--- src/rtl/freq_mult_datapath_if.sv ---
// Bus between the frequency-multiplier controller side (master) and its datapath (slave).
// Carries the raw input, the controller commands and the datapath results.
interface freq_mult_datapath_if #(
  parameter int CW = 16
);
  logic          sig_in;
  logic          countinit;
  logic          counten;
  logic          valid;
  logic          sip;
  logic [CW-1:0] period;
  logic          ovf;
  logic          fout;

  modport master (
    output sig_in, countinit, counten, valid,
    input  sip, period, ovf, fout
  );

  modport slave (
    input  sig_in, countinit, counten, valid,
    output sip, period, ovf, fout
  );
endinterface

--- src/rtl/freq_mult_datapath.sv ---
// Frequency-multiplier datapath: input edge detection, period measurement under
// controller command, and square-wave synthesis at 2^MULT_LOG2 times the input rate.
module freq_mult_datapath #(
  parameter int CW        = 16,
  parameter int MULT_LOG2 = 3
) (
  input  logic                   clk,
  input  logic                   rst,
  freq_mult_datapath_if.slave    bus
);

  localparam logic [CW-1:0] CNT_MAX = '1;
  localparam logic [CW-1:0] ONE     = {{(CW-1){1'b0}}, 1'b1};

  logic          s1_q, s1_d;
  logic          s2_q, s2_d;
  logic          s3_q, s3_d;
  logic [CW-1:0] cnt_q, cnt_d;
  logic [CW-1:0] period_q, period_d;
  logic          ovf_q, ovf_d;
  logic [CW-1:0] tcnt_q, tcnt_d;
  logic          fout_q, fout_d;
  logic          sip;
  logic [CW-1:0] half;

  function automatic logic [CW-1:0] sat_inc(input logic [CW-1:0] v);
    return (v == CNT_MAX) ? v : v + ONE;
  endfunction

  // Truncated half-period of the output; never zero so the phase compare stays valid.
  function automatic logic [CW-1:0] half_of(input logic [CW-1:0] p);
    logic [CW-1:0] h;
    h = p >> (MULT_LOG2 + 1);
    return (h == '0) ? ONE : h;
  endfunction

  assign sip  = s2_q & ~s3_q;
  assign half = half_of(period_q);

  always_comb begin
    s1_d     = bus.sig_in;
    s2_d     = s1_q;
    s3_d     = s2_q;
    cnt_d    = cnt_q;
    period_d = period_q;
    ovf_d    = ovf_q;
    tcnt_d   = tcnt_q;
    fout_d   = fout_q;

    if (bus.countinit) begin
      cnt_d = '0;
      ovf_d = 1'b0;
    end else if (bus.counten) begin
      // Either a saturating increment or a clipped period latch flags overflow.
      if (cnt_q == CNT_MAX) ovf_d = 1'b1;
      if (sip) period_d = sat_inc(cnt_q);
      else     cnt_d    = sat_inc(cnt_q);
    end

    if (!bus.valid || period_q == '0) begin
      tcnt_d = '0;
      fout_d = 1'b0;
    end else if (tcnt_q == half - ONE) begin
      tcnt_d = '0;
      fout_d = ~fout_q;
    end else begin
      tcnt_d = tcnt_q + ONE;
    end
  end

  always_ff @(posedge clk) begin
    if (rst) begin
      s1_q     <= 1'b0;
      s2_q     <= 1'b0;
      s3_q     <= 1'b0;
      cnt_q    <= '0;
      period_q <= '0;
      ovf_q    <= 1'b0;
      tcnt_q   <= '0;
      fout_q   <= 1'b0;
    end else begin
      s1_q     <= s1_d;
      s2_q     <= s2_d;
      s3_q     <= s3_d;
      cnt_q    <= cnt_d;
      period_q <= period_d;
      ovf_q    <= ovf_d;
      tcnt_q   <= tcnt_d;
      fout_q   <= fout_d;
    end
  end

  assign bus.sip    = sip;
  assign bus.period = period_q;
  assign bus.ovf    = ovf_q;
  assign bus.fout   = fout_q;

endmodule

--- src/flat_wrapper.sv ---
// flat-port wrapper written by rule: the top's interface ports become plain ports
module freq_mult_datapath_flat 
#(
  parameter int CW        = 16,
  parameter int MULT_LOG2 = 3
)
  (clk, rst, bus_sig_in, bus_countinit, bus_counten, bus_valid, bus_sip, bus_period, bus_ovf, bus_fout);
  freq_mult_datapath_if #(.CW(CW)) bus_i ();
  input  logic clk;
  input  logic rst;
  input wire logic [$bits(bus_i.sig_in)-1:0] bus_sig_in;
  input wire logic [$bits(bus_i.countinit)-1:0] bus_countinit;
  input wire logic [$bits(bus_i.counten)-1:0] bus_counten;
  input wire logic [$bits(bus_i.valid)-1:0] bus_valid;
  output wire logic [$bits(bus_i.sip)-1:0] bus_sip;
  output wire logic [$bits(bus_i.period)-1:0] bus_period;
  output wire logic [$bits(bus_i.ovf)-1:0] bus_ovf;
  output wire logic [$bits(bus_i.fout)-1:0] bus_fout;
  assign bus_i.sig_in = bus_sig_in;
  assign bus_i.countinit = bus_countinit;
  assign bus_i.counten = bus_counten;
  assign bus_i.valid = bus_valid;
  assign bus_sip = bus_i.sip;
  assign bus_period = bus_i.period;
  assign bus_ovf = bus_i.ovf;
  assign bus_fout = bus_i.fout;
  freq_mult_datapath #(.CW(CW), .MULT_LOG2(MULT_LOG2)) u_core (.clk(clk), .rst(rst), .bus(bus_i));
endmodule
--- config.mk ---
export PLATFORM = sky130hd
export DESIGN_NAME = freq_mult_datapath_flat
export DESIGN_NICKNAME = d
export VERILOG_FILES = /design/src/rtl/freq_mult_datapath_if.sv /design/src/rtl/freq_mult_datapath.sv /design/src/flat_wrapper.sv
export SDC_FILE = /design/constraint.sdc
export NUM_CORES = 1
export LEC_CHECK = 0
export BUFFER_PORTS_ARGS = -buffer_cell sky130_fd_sc_hd__buf_2
export CORE_UTILIZATION = 50
export DETAILED_ROUTE_END_ITERATION = 16
export GPL_ROUTABILITY_DRIVEN = 0
export PLACE_DENSITY = 0.78
export SYNTH_ARGS = -nofsm -noshare
export SYNTH_HDL_FRONTEND = slang
export SYNTH_SLANG_ARGS = --single-unit
--- constraint.sdc ---
create_clock -name clk -period 3.9 [get_ports clk]
set_input_delay 0.78 -clock clk [delete_from_list [all_inputs] [get_ports clk]]
set_output_delay 0.78 -clock clk [all_outputs]
set_load 0.1 [all_outputs]
==> impl_metrics.ini <==
[setup_path]
critPathRequiredTime_ns = 4.08
critPathMaxStageDelay_ns = 0.52
r2r_end = u_core.tcnt_q[13]$_SDFF_PP0_
cp-end-kind = register
crit_type = register to register
path_max_fanout = 12
critPathBufInv = 2
crit_chain = nor4_4, a41o_1, inv_1, ha_1, o21ba_1, a221o_1, a32oi_1, nand4_1, nor4_4, buf_4, nor3_1
rr_startpoint = u_core.bus.period[7]$_SDFFE_PP0P_
crit_family = simple AND/OR/NAND/NOR gates
critPathSlowestCell = nor4_4
cp-start-kind = register
reg2reg_slack_ns = 0.60
r2r_cells = 11
cpMostUsedCell = nor4_4
crit_arrival_ns = 3.48

[sta]
fin_ws_ns = 0.602
worst_clock_skew_ns = 0.00873
period_share = 0.846
tightestPinTransition_ns = 0.793
hold_viol_final = 0
slew_viol_final = 0
finalSetupViolations = 0
fmax_mhz = 303
fin_crit_ns = 3.30
fin_setup_tns_ns = 0
rsz0062_at_grt = false
relSlewSlack = 0.466

[route]
wire_per_inst_um = 14.7
first_pass_iters = 4
wl_um = 6320
drtIter0Drc = 210
ant_nets = 0
vias_per_cell = 5.86
drc = 0
vias = 2524

[place]
pre_cts_ws_ns = 0.636
place_hpwl_um = 4540
port_buffers = 24

[clocking]
cts_made_buffers = 5
post-cts-setup-buffers = 0
cts.sinks = 53
cts_resized = 0
clockRootBuffer = clkbuf_8
clk_pin_slew_worst_paths_ns = 0.10
cts_htree_levels = 2
clk_latency_ns = 0.31
ctsHoldBuffers = 0
cts_tree = yes
cts_buffer_depth = 2

[floorplanning]
die_area_sq_um = 6230
coreArea_sq_um = 5610
fp.dieH_um = 78.9
core.rowCount = 27
ios = 25
initial_utilization = 0.527
chipWidth_um = 78.9

[logic_synthesis]
synth_top_family_by_area = simple AND/OR/NAND/NOR gates
synth-simple-area-share = 0.302
yosysWarnings = 0
ys_types = 54
synth_area_per_cell_sq_um = 8.60
synth_ff_type = dfxtp_1
synth_edf_count = 0
synth-xor-area-share = 0.133
synth_compound_area_frac = 0.130
synthMuxAreaShare = 0.0224
synth.yosys.seq_area_share = 0.359
syn_inst = 344
synth_fp_nets = 353
ys_ff_latch = 53
netlist_area_sq_um = 2960
async_reset_ff_frac = 0
synthAdderAreaFrac = 0.0127

[power]
pwr-share-comb = 0.151
switching_share = 0.286
pwr-share-seq = 0.546
clkPwrFrac = 0.303
power_density_nw_per_um2 = 319
p_switching_mw = 0.291
leakage_nw = 1.15
ir_worst_vdd_v = 0.000126
power_mw = 1.02
p_int_mw = 0.728

[job]
cap_viol_max_count = 0

[run_status]
status = finished, final reports clean

[cells_and_area]
drive_gt1_frac = 0.136
fin_util = 0.570
most-common-layout-cells = dfxtp_1 (53), nor2_1 (38), buf_2 (24)
layout_commonest_cell = dfxtp_1
nNetsFinal = 367
area.sequential_sq_um = 1060
n_antenna_cell = 0
multi_input_area_sq_um = 1780
fill_cells = 526
area_growth_pct = 8.12

[hold_path]
hold_end = u_core.s2_q$_SDFF_PP0_
hp-start = u_core.s1_q$_SDFF_PP0_
hold_path.class = register to register
hold_path_depth = 1

[grt]
grt_max_degree = 29
grt_pass1_vias = 2284
antenna_found_initial = 0
grt_pass1_wl_um = 10900
overflow = 0
grtUsageTotal = 0.220
## cells in the mapped netlist (4+ instances only)
cell type   n  share of area
mux2i_1     4          0.014
nand2_1    21          0.027
a21oi_1    11          0.019
nor2b_1     6          0.013
o21ai_0     4         0.0068
and4_1      7          0.021
nand3_1    15          0.025
xor2_1     22          0.065
and3_1      9          0.019
nand4_1    17          0.036
clkbuf_1   16          0.020
xnor2_1    23          0.068
a211oi_1    9          0.023
nor2_1     38          0.048
a311oi_1    8          0.024
inv_1       8          0.010
dfxtp_1    53           0.36
nor3_1     18          0.030
## power groups by stage
stage	combinational [mW]	clock (mW)	sequential [mW]
CTS	0.153	0.318	0.556
global route	0.165	0.341	0.558
finish	0.154	0.309	0.557
floorplan	0.104	0	0.588
detailed placement	0.152	0	0.569
global placement	0.150	0	0.569
## area by class of cell
type	instances	share of cell area
sequential	53	0.332
inverter	8	0.00939
tap	72	0.0282
clock buffer	6	0.0227
clock inverter	2	0.00469
timing repair buffer	28	0.0469
multi-input combinational	262	0.556
## cell families after synthesis
family                     after synthesis
muxes                                    6
buffers and inverters                   29
and+or+nand+nor                        157
DFF                                     53
xor gates and xnor gates                45
AOI/OAI and AO/OA                       51
adders and majority gates                3
## state kept, by name, summed over array words and instances (netlist names)
signal             count
u_core.tcnt_q         16
u_core.s1_q            1
u_core.s2_q            1
u_core.cnt_q          16
u_core.bus.period     16
u_core.s3_q            1
u_core.bus.fout        1
u_core.bus.ovf         1
## worst max-delay path by stage
stage | startpoint | end | slack, ns | cells past startpoint
2_1_floorplan | u_core.bus.period[11]$_SDFFE_PP0P_ | u_core.bus.fout$_SDFFE_PP0N_ | 0.30 | 11
3_3_place_gp | u_core.bus.period[7]$_SDFFE_PP0P_ | u_core.tcnt_q[13]$_SDFF_PP0_ | 0.69 | 11
3_5_place_dp | u_core.bus.period[7]$_SDFFE_PP0P_ | u_core.tcnt_q[13]$_SDFF_PP0_ | 0.64 | 11
4_1_cts | u_core.bus.period[7]$_SDFFE_PP0P_ | u_core.tcnt_q[13]$_SDFF_PP0_ | 0.63 | 11
5_1_grt | u_core.bus.period[7]$_SDFFE_PP0P_ | u_core.tcnt_q[13]$_SDFF_PP0_ | 0.41 | 11
6_report | u_core.bus.period[7]$_SDFFE_PP0P_ | u_core.tcnt_q[13]$_SDFF_PP0_ | 0.60 | 11
## per-layer routing
metal | routed length (um) | share of wire | GRT usage
met1 | 3130 | 0.50 | 0.313
met2 | 2740 | 0.43 | 0.317
met3 | 361 | 0.057 | 0.0575
met4 | 89 | 0.014 | 0.0800
met5 | 0 | 0 | 0
## through the flow
stage,hold slack (ns),instances,cell area [sq um]
3_5_place_dp,0.443,423,3110
6_report,0.447,431,3200
5_1_grt,0.477,431,3200
3_3_place_gp,0.425,423,3110
4_1_cts,0.453,431,3200
2_1_floorplan,0.414,344,2960
No activity file was read; power rests on OpenSTA's default activity.
